`src/rtl/ifu_fetch.sv`:
```
// ifu_fetch -- instruction fetch front end.
//
// Holds the architectural PC and keeps at most one instruction-memory read
// outstanding. Each fetched word is presented to decode as {pc, instr} over a
// valid/ready handshake. A redirect from the next-PC unit replaces the PC.
// Any response that is still in flight for the old path is drained and
// discarded. Misaligned or out-of-window PCs never reach memory. They are
// presented as AdEL entries instead, with out_exc=1 and out_instr=0.
//
// Ports:
//   clk, reset_n                 clock (rising edge), synchronous active-low reset
//   redirect_valid, redirect_pc  non-sequential PC request from the next-PC unit
//   imem_req, imem_addr          read request / word address to instruction memory
//   imem_gnt                     memory accepts the request this cycle
//   imem_rvalid, imem_rdata      read response (exactly one per grant)
//   out_valid, out_ready         entry handshake with decode
//   out_pc, out_instr, out_exc   presented entry (out_exc = fetch address error)
module ifu_fetch #(
  parameter logic [31:0] PC_RESET = 32'h0000_3000,
  parameter logic [31:0] IM_BASE  = 32'h0000_3000,
  parameter logic [31:0] IM_BYTES = 32'h0000_4000
) (
  input  logic        clk,
  input  logic        reset_n,
  input  logic        redirect_valid,
  input  logic [31:0] redirect_pc,
  output logic        imem_req,
  output logic [31:0] imem_addr,
  input  logic        imem_gnt,
  input  logic        imem_rvalid,
  input  logic [31:0] imem_rdata,
  output logic        out_valid,
  input  logic        out_ready,
  output logic [31:0] out_pc,
  output logic [31:0] out_instr,
  output logic        out_exc
);

  typedef enum logic [2:0] {IDLE, REQ, WAIT, DRAIN, HOLD} state_t;

  state_t      state_reg, state_next;
  logic [31:0] pc_reg, pc_next;
  logic [31:0] addr_reg;
  logic [31:0] out_pc_reg, out_instr_reg;
  logic        out_exc_reg;

  logic        go_req;        // the FSM wants to enter REQ with pc_next
  logic        pc_illegal;    // pc_next fails the fetch address check
  logic        capture_data;  // latch a memory response as the presented entry
  logic        capture_exc;   // latch an AdEL entry for pc_next

  // The window end is computed in 33 bits, so a window that reaches the top
  // of the address space does not wrap to zero.
  function automatic logic addr_illegal(input logic [31:0] a);
    logic [32:0] limit;
    limit = {1'b0, IM_BASE} + {1'b0, IM_BYTES};
    return (a[1:0] != 2'b00) || (a < IM_BASE) || ({1'b0, a} >= limit);
  endfunction

  always_comb begin
    state_next   = state_reg;
    pc_next      = pc_reg;
    go_req       = 1'b0;
    capture_data = 1'b0;
    capture_exc  = 1'b0;

    // A redirect has priority over every other transition. Only the
    // choice between REQ and DRAIN depends on whether a grant is still unanswered.
    case (state_reg)
      IDLE: begin
        if (redirect_valid) pc_next = redirect_pc;
        go_req = 1'b1;
      end
      REQ: begin
        if (redirect_valid) begin
          pc_next = redirect_pc;
          if (imem_gnt) state_next = DRAIN;
          else          go_req     = 1'b1;
        end else if (imem_gnt) begin
          state_next = WAIT;
        end
      end
      WAIT: begin
        if (redirect_valid) begin
          pc_next = redirect_pc;
          if (imem_rvalid) go_req     = 1'b1;  // response dropped on the floor
          else             state_next = DRAIN;
        end else if (imem_rvalid) begin
          capture_data = 1'b1;
          state_next   = HOLD;
        end
      end
      DRAIN: begin
        if (redirect_valid) pc_next = redirect_pc;
        if (imem_rvalid) go_req = 1'b1;
      end
      HOLD: begin
        // A handshake in the same cycle as a redirect still counts as
        // delivered. Only the PC source differs.
        if (redirect_valid) begin
          pc_next = redirect_pc;
          go_req  = 1'b1;
        end else if (out_ready) begin
          pc_next = pc_reg + 32'd4;
          go_req  = 1'b1;
        end
      end
      default: state_next = IDLE;
    endcase

    // Every entry into REQ is gated by the address check. A bad PC bypasses
    // memory and is presented directly as an exception entry.
    pc_illegal = addr_illegal(pc_next);
    if (go_req) begin
      if (pc_illegal) begin
        state_next  = HOLD;
        capture_exc = 1'b1;
      end else begin
        state_next = REQ;
      end
    end
  end

  always_ff @(posedge clk) begin
    if (!reset_n) begin
      state_reg     <= IDLE;
      pc_reg        <= PC_RESET;
      addr_reg      <= 32'd0;
      out_pc_reg    <= 32'd0;
      out_instr_reg <= 32'd0;
      out_exc_reg   <= 1'b0;
    end else begin
      state_reg <= state_next;
      pc_reg    <= pc_next;
      // imem_addr only moves when a legal request is being set up. Otherwise
      // it keeps its last value.
      if (go_req && !pc_illegal) addr_reg <= pc_next;
      if (capture_data) begin
        out_pc_reg    <= pc_reg;
        out_instr_reg <= imem_rdata;
        out_exc_reg   <= 1'b0;
      end
      if (capture_exc) begin
        out_pc_reg    <= pc_next;
        out_instr_reg <= 32'd0;
        out_exc_reg   <= 1'b1;
      end
    end
  end

  assign imem_req  = (state_reg == REQ);
  assign imem_addr = addr_reg;
  assign out_valid = (state_reg == HOLD);
  assign out_pc    = out_pc_reg;
  assign out_instr = out_instr_reg;
  assign out_exc   = out_exc_reg;

endmodule
```
`config.mk`:
```
export PLATFORM = sky130hd
export DESIGN_NAME = ifu_fetch
export DESIGN_NICKNAME = d
export VERILOG_FILES = /design/src/rtl/ifu_fetch.sv
export SDC_FILE = /design/constraint.sdc
export NUM_CORES = 1
export LEC_CHECK = 0
export BUFFER_PORTS_ARGS = -buffer_cell sky130_fd_sc_hd__buf_4
export CAP_MARGIN = 20
export CORE_MARGIN = 1.5
export CORE_UTILIZATION = 37
export DETAILED_ROUTE_END_ITERATION = 10
export GPL_TIMING_DRIVEN = 0
export PLACE_DENSITY = 0.63
export SLEW_MARGIN = 5
export SYNTH_ARGS = -nofsm -noshare
export SYNTH_HDL_FRONTEND = slang
export SYNTH_SLANG_ARGS = --single-unit
```
`constraint.sdc`:
```
create_clock -name clk -period 3.6 [get_ports clk]
set_clock_uncertainty 0.05 [all_clocks]
set_input_delay 0.72 -clock clk [delete_from_list [all_inputs] [get_ports clk]]
set_output_delay 0.72 -clock clk [all_outputs]
set_load 0.005 [all_outputs]
```
Word level (Yosys, flattened, before mapping)

Index checks and enable logic that the tools add are counted.

Equal/unequal tests: 8
Magnitude comparators: 2
Multiplexer cells: 28
Reduce and logical (&&, ||, !) cells: 11
Add/subtract/negate cells: 1
Bitwise logic cells: 1

Operator list:

| cell                                                                           | number |
|---|---|
| 32-bit 2-to-1 mux                                                              | 5 |
| 32-bit one-hot mux with 2 select lines                                         | 1 |
| 32-bit by 3-bit adder with 32-bit output, second input constant                | 1 |
| 32-bit by 15-bit >= comparator with 1-bit output, second input constant        | 1 |
| 32-bit by 14-bit less-than comparator with 1-bit output, second input constant | 1 |
| 3-bit 2-to-1 mux                                                               | 8 |
| 1-bit 2-to-1 mux                                                               | 12 |
| 3-bit one-hot mux with 3 select lines                                          | 1 |
| 4-bit inequality test, second input constant                                   | 2 |
| 3-bit by 2-bit equality test with 1-bit output, second input constant          | 2 |
| 1-bit one-hot mux with 5 select lines                                          | 1 |
| 4-bit AND reduction                                                            | 1 |
| 2-bit nonzero test                                                             | 2 |
| 4-bit OR reduction                                                             | 1 |
| 3-bit by 1-bit equality test with 1-bit output, second input constant          | 1 |
| 3-bit equality test, second input constant                                     | 1 |
| 3-bit logical NOT                                                              | 1 |
| 3-bit by 1-bit inequality test with 1-bit output, second input constant        | 1 |
| 3-bit OR reduction                                                             | 1 |
| 1-bit logical OR                                                               | 2 |
| 2-bit by 1-bit inequality test with 1-bit output, second input constant        | 1 |
| 2-bit OR reduction                                                             | 1 |
| 1-bit logical AND                                                              | 1 |
| 1-bit logical NOT                                                              | 1 |
| 1-bit NOT                                                                      | 1 |

Register bits: 132
Input bits: 70
Word-level logic and storage cells: 57
Output and inout bits: 99

Logic depth before layout (Yosys ltp)

Gate-level depths: netlist of the first run.

Word-level depth: 10
Gate-level depth with buffers: 12
Depth with buffers taken out: 9

Worst setup path after synthesis of the first run

No wires, ideal clock.

Path type: in2reg
Start: in out_ready
End: reg addr_reg[3], in the netlist imem_addr[3]
Setup time: 0.121 ns
Path slack: 0.214 ns
Data required time: 3.429 ns
Arrival: 3.215 ns
Buffers on the path: 1
Cell stages on the path: 9
Cell sequence: buf_6 -> nand4_1 -> or4_4 -> nor4_4 -> mux2i_1 -> or3_1 -> or4_4 -> nor4_4 -> mux2_4

Word-level cells in the longest chain between the ends: 8
Elaborated cells between the ends (all ways): 13
Classes of those cells: order compare (2); mux (6); reduce/logical (5)

RTL lines:

| element                                                                                              | line | text |
|---|---|---|
| from (decl)                                                                                          | 33   | `input logic out_ready,` |
| 32-bit 2-to-1 mux                                                                                    | 103  | `end else if (out_ready) begin` |
| 32-bit 2-to-1 mux                                                                                    | 100  | `if (redirect_valid) begin` |
| 32-bit one-hot mux with 2 select lines                                                               | 69   | `case (state_reg)` |
| 32-bit by 14-bit less-than comparator with 1-bit output / 2-bit nonzero test (equally long branches) | 57   | `return (a[1:0] != 2'b00) \|\| (a < IM_BASE) \|\| ({1'b0, a} >= limit);` |
| 1-bit logical OR (2 in series)                                                                       | 57   |  |
| 1-bit logical NOT                                                                                    | 137  | `if (go_req && !pc_illegal) addr_reg <= pc_next;` |
| 1-bit logical AND                                                                                    | 137  |  |
| to (signal assigned)                                                                                 | 137  |  |
| to (decl)                                                                                            | 43   | `logic [31:0] addr_reg;` |

Several ways; a longest one is shown, not always the timed one.
A chain may end at the register's enable or synchronous reset.

Final worst setup path of the first run

Start: reg pc_reg[2]
End: reg out_pc_reg[30], in the netlist out_pc[30]

Word-level cells in the longest chain between the ends: 10
Elaborated cells between the ends (all ways): 13
Classes of those cells: add/sub (1); order compare (2); mux (7); reduce/logical (3)

RTL lines:

| element                                                        | line | text |
|---|---|---|
| from (decl)                                                    | 42   | `logic [31:0] pc_reg, pc_next;` |
| from (signal assigned)                                         | 134  | `pc_reg <= pc_next;` |
| 32-bit by 3-bit adder with 32-bit output                       | 104  | `pc_next = pc_reg + 32'd4;` |
| 32-bit 2-to-1 mux                                              | 103  |  |
| 32-bit 2-to-1 mux                                              | 100  |  |
| 32-bit one-hot mux with 2 select lines *                       | 69   |  |
| 32-bit by 14-bit less-than comparator with 1-bit output        | 57   |  |
| 1-bit logical OR (2 in series)                                 | 57   |  |
| 1-bit 2-to-1 mux                                               | 115  | `if (pc_illegal) begin` |
| 1-bit 2-to-1 mux                                               | 114  | `if (go_req) begin` |
| 32-bit 2-to-1 mux / 2-bit nonzero test (equally long branches) | --   |  |
| to (signal assigned)                                           | 139  | `out_pc_reg <= pc_reg;` |
| to (signal assigned)                                           | 144  | `out_pc_reg <= pc_next;` |
| to (decl)                                                      | 44   | `logic [31:0] out_pc_reg, out_instr_reg;` |

Mark *: on every way between the ends. The rest lies on a longest branch, timed or not.

==> results.sh, run 1 <==
export IMPL_p_leak_nw=3.87
export IMPL_netlist_area_sq_um=6650
export IMPL_fillers=1686
export IMPL_worstSetupPathType="reg2reg"
export IMPL_synth_top_area_cell="dfxtp_1"
export IMPL_drtIter0Drc=506
export IMPL_vdd_ir_drop_max_v=0.000356
export IMPL_multi_input_area_sq_um=3860
export IMPL_areaGrowthSynthToFinish_pct=38.3
export IMPL_avgSynthCellArea_sq_um=8.42
export IMPL_met3_usage_pct=6.89
export IMPL_h_tree_depth=4
export IMPL_top_usage_layer="met2"
export IMPL_finalCritPeriodShare_pct=99.5
export IMPL_cp_max_fo=10
export IMPL_clock_sinks=132
export IMPL_synth_nets=861
export IMPL_start_kind="register"
export IMPL_grtUsageMet1_pct=35.8
export IMPL_clk_latency_ns=0.43
export IMPL_worstPathCellList="buf_2 > nand3_2 > or4_4 > a211oi_4 > o21bai_1 > nor4_2 > and4_1 > a41oi_1 > buf_4 > buf_6 > mux2_1"
export IMPL_switching_share_pct=27.5
export IMPL_grt_pass1_wl_mm=37.3
export IMPL_synth_seq_cells=132
export IMPL_fmaxAchievable_mhz=279
export IMPL_max_clock_path_buffers=2
export IMPL_final_common_cell="buf_4"
export IMPL_critPathArrivalTime_ns=3.84
export IMPL_die_y_um=137
export IMPL_fin_crit_ns=3.58
export IMPL_worstMarginPinSlew_ns=0.776
export IMPL_crit_path_end_kind="register"
export IMPL_slowest_stage="or4_4"
export IMPL_first_pass_iters=6
export IMPL_seq_area_frac_synth_pct=39.7
export IMPL_clk_pin_slew_ns=0.06
export IMPL_slew_headroom_pct=48.3
export IMPL_coreArea_sq_um=17400
export IMPL_die_x_um=137
export IMPL_drv_slew=0
export IMPL_setup_violations=0
export IMPL_p_comb_share_pct=16.2
export IMPL_dr_total_vias=6911
export IMPL_ant_nets=0
export IMPL_gp_congestion=0.964
export IMPL_drive_gt1_share_pct=30.9
export IMPL_final_nets=1053
export IMPL_start_util_pct=38.2
export IMPL_synthCells=790
export IMPL_wl_mm=24.7
export IMPL_stdcell_area_sq_um=9200
export IMPL_cp_top_family="simple AND/OR/NAND/NOR gates"
export IMPL_root_buffer="clkbuf_16"
export IMPL_viasPerCell=5.66
export IMPL_setup_tns_ns=0
export IMPL_grt_usage_pct=26.7
export IMPL_cpPeakStageDelay_ns=0.56
export IMPL_hold_buffers=0
export IMPL_async_flop_share_pct=0
export IMPL_final_util_pct=52.8
export IMPL_maxCapViolCount=0
export IMPL_cts_inserted_buffers=17
export IMPL_clkPwrFrac_pct=46.2
export IMPL_dieArea_sq_um=18800
export IMPL_cts_tree="done"
export IMPL_pwr_density_cell_nw_per_um2=463
export IMPL_required_ns=3.86
export IMPL_hpwl_mm=18.1
export IMPL_synth_cell_types=71
export IMPL_p_total_w=0.00426
export IMPL_fp_row_count=48
export IMPL_hold_class="reg2reg"
export IMPL_p_seq_share_pct=37.6
export IMPL_met2_usage_pct=40.6
export IMPL_path_buf_inv=3
export IMPL_numPortBuffers=167
export IMPL_grt_pass1_vias=6475
export IMPL_drcViolationCount=0
export IMPL_placed_area_sq_um=8200
export IMPL_antenna_found_initial=0
export IMPL_p_switching_w=0.00117
export IMPL_mostFrequentLayoutCells="buf_4, dfxtp_1, nand2_1"
export IMPL_netlist_area_leader_share_pct=39.7
export IMPL_rsz0062_at_grt="true"
export IMPL_hold_violations=0
export IMPL_synth_main_ff_cell="dfxtp_1"
export IMPL_p_int_w=0.00309
export IMPL_ioPinCount=169
export IMPL_yosysWarnings=0
export IMPL_antennaDiodeCount=0
export IMPL_wl_per_cell_um=20.2
export IMPL_grt_max_degree=17
export IMPL_status="finished clean"
export IMPL_grt_overflow=0
export IMPL_synth_edf_count=0
export IMPL_regArea_sq_um=2650
export IMPL_ys_top_cells_by_area="dfxtp_1, mux2i_1, nand2_1"
## power by group through the flow
stage	Sequential [W]	Clock, W	Combinational [W]
after floorplan	0.00161	0	0.000357
after global placement	0.00162	0	0.000631
after detailed placement	0.00162	0	0.000632
after CTS	0.00160	0.00199	0.000662
after global routing	0.00161	0.00205	0.000741
final	0.00160	0.00197	0.000690
## per-stage QoR
step	instances	setup slack (ns)	hold slack, ns
floorplan	790	0.214	0.401
global placement	1182	-1.18	0.397
detailed placement	1184	-0.951	0.401
CTS	1220	0.00833	0.411
global route	1220	-0.0296	0.426
finish	1220	0.0193	0.409
## cell families (layout without fill, tap and decap cells)
kind of cell             after synthesis  count (layout)  share of synthesized area [%]
flip-flops                           132             132                           39.7
multiplexers                          86              86                           13.5
XOR/XNOR                               1               1                          0.132
buffers and inverters                 83             288                           5.79
adder cells (fa/ha/maj)                1               1                          0.188
AO/OA/AOI/OAI                        119             119                           11.9
AND/OR/NAND/NOR                      368             368                           28.8
## area by class of cell
cell class	instances	area share, %
Clock inverter	14	2.41
Sequential cell	132	28.8
Tap cell	225	3.06
Buffer	58	3.48
Clock buffer	18	4.77
Inverter	19	0.803
Multi-Input combinational cell	575	42.0
Timing Repair Buffer	179	14.7
## layer usage
layer / share of wire [%] / vias up / wire [um]
li1: - / 3246 / -
met1: 44 / 3296 / 10900
met2: 45 / 315 / 11000
met3: 8.3 / 54 / 2050
met4: 3.0 / 0 / 752
met5: 0 / - / 0
## final timing paths
kind | from | depth (start not counted) | slack (ns) | endpoint
min | imem_addr[14] | 2 | 0.41 | imem_addr[14]
min reg2reg | imem_addr[14] | 2 | 0.41 | imem_addr[14]
max reg2reg | pc_reg[2] | 11 | 0.02 | out_pc[30]
max | pc_reg[2] | 11 | 0.02 | out_pc[30]
## synthesized netlist by cell type (all sizes together), types with 2 or more instances
cell type    n
dfxtp      132
nand2      111
mux2i       63
nor2        58
nor3        48
clkbuf      39
a21oi       35
and3        28
buf         25
mux2        23
nor4        21
nand4       19
and2        18
inv         18
nand3       18
o21ai       17
or3         16
a211oi      12
a31oi        8
or4          7
o211ai       6
a311oi       5
and4         5
o22ai        4
o32ai        4
or2          4
a41oi        3
nand2b       3
nor2b        3
o21bai       3
or3b         3
a21o         2
a221oi       2
nor4bb       2
o21a         2
o221ai       2
o22a         2
o32a         2
o41ai        2
## timing repair
| action | in CTS | in global routing |
|---|---|---|
| hold endpoints to repair | 0 | 0 |
| pin swaps | 5 | 2 |
| gates resized for setup | 41 | 24 |
| setup buffers | 7 | 3 |
| endpoints found under the setup margin | 97 | 91 |
## tightest hold or removal path: cells and delay by family, from the launching register on
family / cells / cell delay, ns
AND/OR/NAND/NOR: 1 / 0.05
multiplexers: 1 / 0.05
flip-flops: 1 / 0.31
No activity file was read; power rests on OpenSTA's default activity.
==> run 2, diff against run 1 <==
--- a/config.mk
+++ b/config.mk
@@ -7,7 +7,7 @@
 export LEC_CHECK = 0
 export BUFFER_PORTS_ARGS = -buffer_cell sky130_fd_sc_hd__buf_4
 export CAP_MARGIN = 20
-export CORE_MARGIN = 1.5
+export CORE_MARGIN = 1
 export CORE_UTILIZATION = 37
 export DETAILED_ROUTE_END_ITERATION = 10
 export GPL_TIMING_DRIVEN = 0
==> run 2 against run 1 <==
Fmax grew 0.73%; combinational power grew 3.0%; sequential share of layout area shrank 0.29 points; hold slack gained 0.0023 ns; wire length grew 1.7%; count of clock-buffer cells in the layout is the same; cell area grew 1.0%; global-route usage grew 0.43 points; core utilization grew 0.54 points; cell count grew 0.33%; non-clock buffer count grew 4; die area shrank 1.5%; critical endpoint is now out_pc[27].
==> results.sh, run 2 (synthesis gave the netlist of run 1 again) <==
export IMPL_antennaDiodeCount=0
export IMPL_dieArea_sq_um=18500
export IMPL_root_buffer="clkbuf_16"
export IMPL_start_kind="register"
export IMPL_top_usage_layer="met2"
export IMPL_clk_pin_slew_ns=0.06
export IMPL_gp_congestion=0.957
export IMPL_final_common_cell="buf_4"
export IMPL_clkPwrFrac_pct=45.7
export IMPL_h_tree_depth=4
export IMPL_cp_top_family="simple AND/OR/NAND/NOR gates"
export IMPL_critPathArrivalTime_ns=3.82
export IMPL_met2_usage_pct=40.9
export IMPL_wl_per_cell_um=20.5
export IMPL_grtUsageMet1_pct=36.3
export IMPL_grt_usage_pct=27.1
export IMPL_met3_usage_pct=6.86
export IMPL_viasPerCell=5.69
export IMPL_first_pass_iters=5
export IMPL_worstSetupPathType="reg2reg"
export IMPL_cp_max_fo=10
export IMPL_drtIter0Drc=655
export IMPL_path_buf_inv=3
export IMPL_hold_class="reg2reg"
export IMPL_cts_inserted_buffers=17
export IMPL_clock_sinks=132
export IMPL_max_clock_path_buffers=2
export IMPL_cpPeakStageDelay_ns=0.42
export IMPL_mostFrequentLayoutCells="buf_4, dfxtp_1, nand2_1"
export IMPL_ant_nets=0
export IMPL_ioPinCount=169
export IMPL_p_switching_w=0.00118
export IMPL_finalCritPeriodShare_pct=98.7
export IMPL_dr_total_vias=6961
export IMPL_grt_pass1_wl_mm=37.4
export IMPL_p_seq_share_pct=37.6
export IMPL_hold_violations=0
export IMPL_pwr_density_cell_nw_per_um2=459
export IMPL_maxCapViolCount=0
export IMPL_drcViolationCount=0
export IMPL_placed_area_sq_um=8200
export IMPL_fin_cells=1224
export IMPL_final_nets=1057
export IMPL_status="finished clean"
export IMPL_required_ns=3.86
export IMPL_worstMarginPinSlew_ns=0.801
export IMPL_coreArea_sq_um=17400
export IMPL_drive_gt1_share_pct=31.4
export IMPL_fp_row_count=48
export IMPL_wl_mm=25.1
export IMPL_placedCellCount=1184
export IMPL_vdd_ir_drop_max_v=0.000352
export IMPL_fin_crit_ns=3.55
export IMPL_grt_max_degree=17
export IMPL_slew_headroom_pct=46.6
export IMPL_setup_violations=0
export IMPL_p_leak_nw=3.91
export IMPL_worstPathCellList="or3b_1 > buf_4 > nor3_1 > nand3_1 > o221a_2 > nor4_4 > and4_1 > a41oi_2 > buf_4 > buf_6 > mux2_1"
export IMPL_areaGrowthSynthToFinish_pct=39.7
export IMPL_path_common_cell="buf_4"
export IMPL_crit_path_end_kind="register"
export IMPL_grt_overflow=0
export IMPL_die_y_um=136
export IMPL_numPortBuffers=167
export IMPL_die_x_um=136
export IMPL_fmaxAchievable_mhz=281
export IMPL_fillers=1722
export IMPL_start_util_pct=38.2
export IMPL_clk_latency_ns=0.43
export IMPL_slowest_stage="dfxtp_1"
export IMPL_hpwl_mm=17.8
export IMPL_switching_share_pct=27.8
export IMPL_grt_pass1_vias=6557
export IMPL_p_comb_share_pct=16.7
export IMPL_stdcell_area_sq_um=9290
export IMPL_final_util_pct=53.4
export IMPL_antenna_found_initial=0
export IMPL_p_int_w=0.00308
export IMPL_cts_tree="done"
export IMPL_drv_slew=0
## run 2: changes by cell type in the layout (fill, tap and decap cells not counted), sizes merged
cell and change:
buf +3, clkbuf +1, clkinv +2, clkinvlp -1
inv -1
## run 2: repair_timing
action                     CTS  global route
pin swaps                    6             3
resized for setup           37            42
setup buffers                8             4
setup endpoints to repair   97            79
hold buffers                 0             0
gates cloned                 0             1
## run 2: through the flow
stage | power [W] | setup WS, ns | hold slack (ns) | setup TNS, ns
6_report | 0.00426 | 0.0453 | 0.411 | 0
4_1_cts | 0.00422 | 0.00349 | 0.414 | 0
2_1_floorplan | 0.00197 | 0.214 | 0.401 | 0
3_5_place_dp | 0.00226 | -0.922 | 0.402 | -69.39
5_1_grt | 0.00440 | -0.0175 | 0.427 | -0.0578
3_3_place_gp | 0.00225 | -1.20 | 0.399 | -84.96
## run 2: worst paths after layout
path / from / end / slack, ns / depth (start not counted)
setup / recovery: state_reg[2] / out_pc[27] / 0.05 / 11
hold / removal: imem_addr[8] / imem_addr[8] / 0.41 / 2
setup reg to reg: state_reg[2] / out_pc[27] / 0.05 / 11
hold reg to reg: imem_addr[8] / imem_addr[8] / 0.41 / 2
## run 2: area by class of cell
cell class                      instances  area [sq um]  share of cell area [%]
Inverter                               19          71.3                   0.767
Tap cell                              225           282                    3.03
Timing Repair Buffer                  182          1370                    14.8
Clock buffer                           18           429                    4.62
Buffer                                 59           324                    3.49
Sequential cell                       132          2650                    28.5
Clock inverter                         14           225                    2.42
Multi-Input combinational cell        575          3940                    42.4
## run 2: worst register-to-register path: cells and delay by family (launching register included)
family,cells,cell delay (ns)
and+or+nand+nor,5,1.51
DFF,1,0.42
buffers and inverters,3,0.59
AOI/OAI and AO/OA,2,0.55
muxes,1,0.33
## run 2: power groups by stage
stage | registers, W | logic (W) | clock network, W
2_1_floorplan | 0.00161 | 0.000357 | 0
3_3_place_gp | 0.00162 | 0.000630 | 0
3_5_place_dp | 0.00162 | 0.000631 | 0
4_1_cts | 0.00160 | 0.000660 | 0.00196
5_1_grt | 0.00161 | 0.000761 | 0.00203
6_report | 0.00160 | 0.000711 | 0.00195
## run 2: metal layers
| metal | vias up | part of all wire, % |
|---|---|---|
| li1 | 3243 | - |
| met1 | 3315 | 42 |
| met2 | 347 | 45 |
| met3 | 56 | 9.5 |
| met4 | 0 | 3.5 |
| met5 | - | 0 |
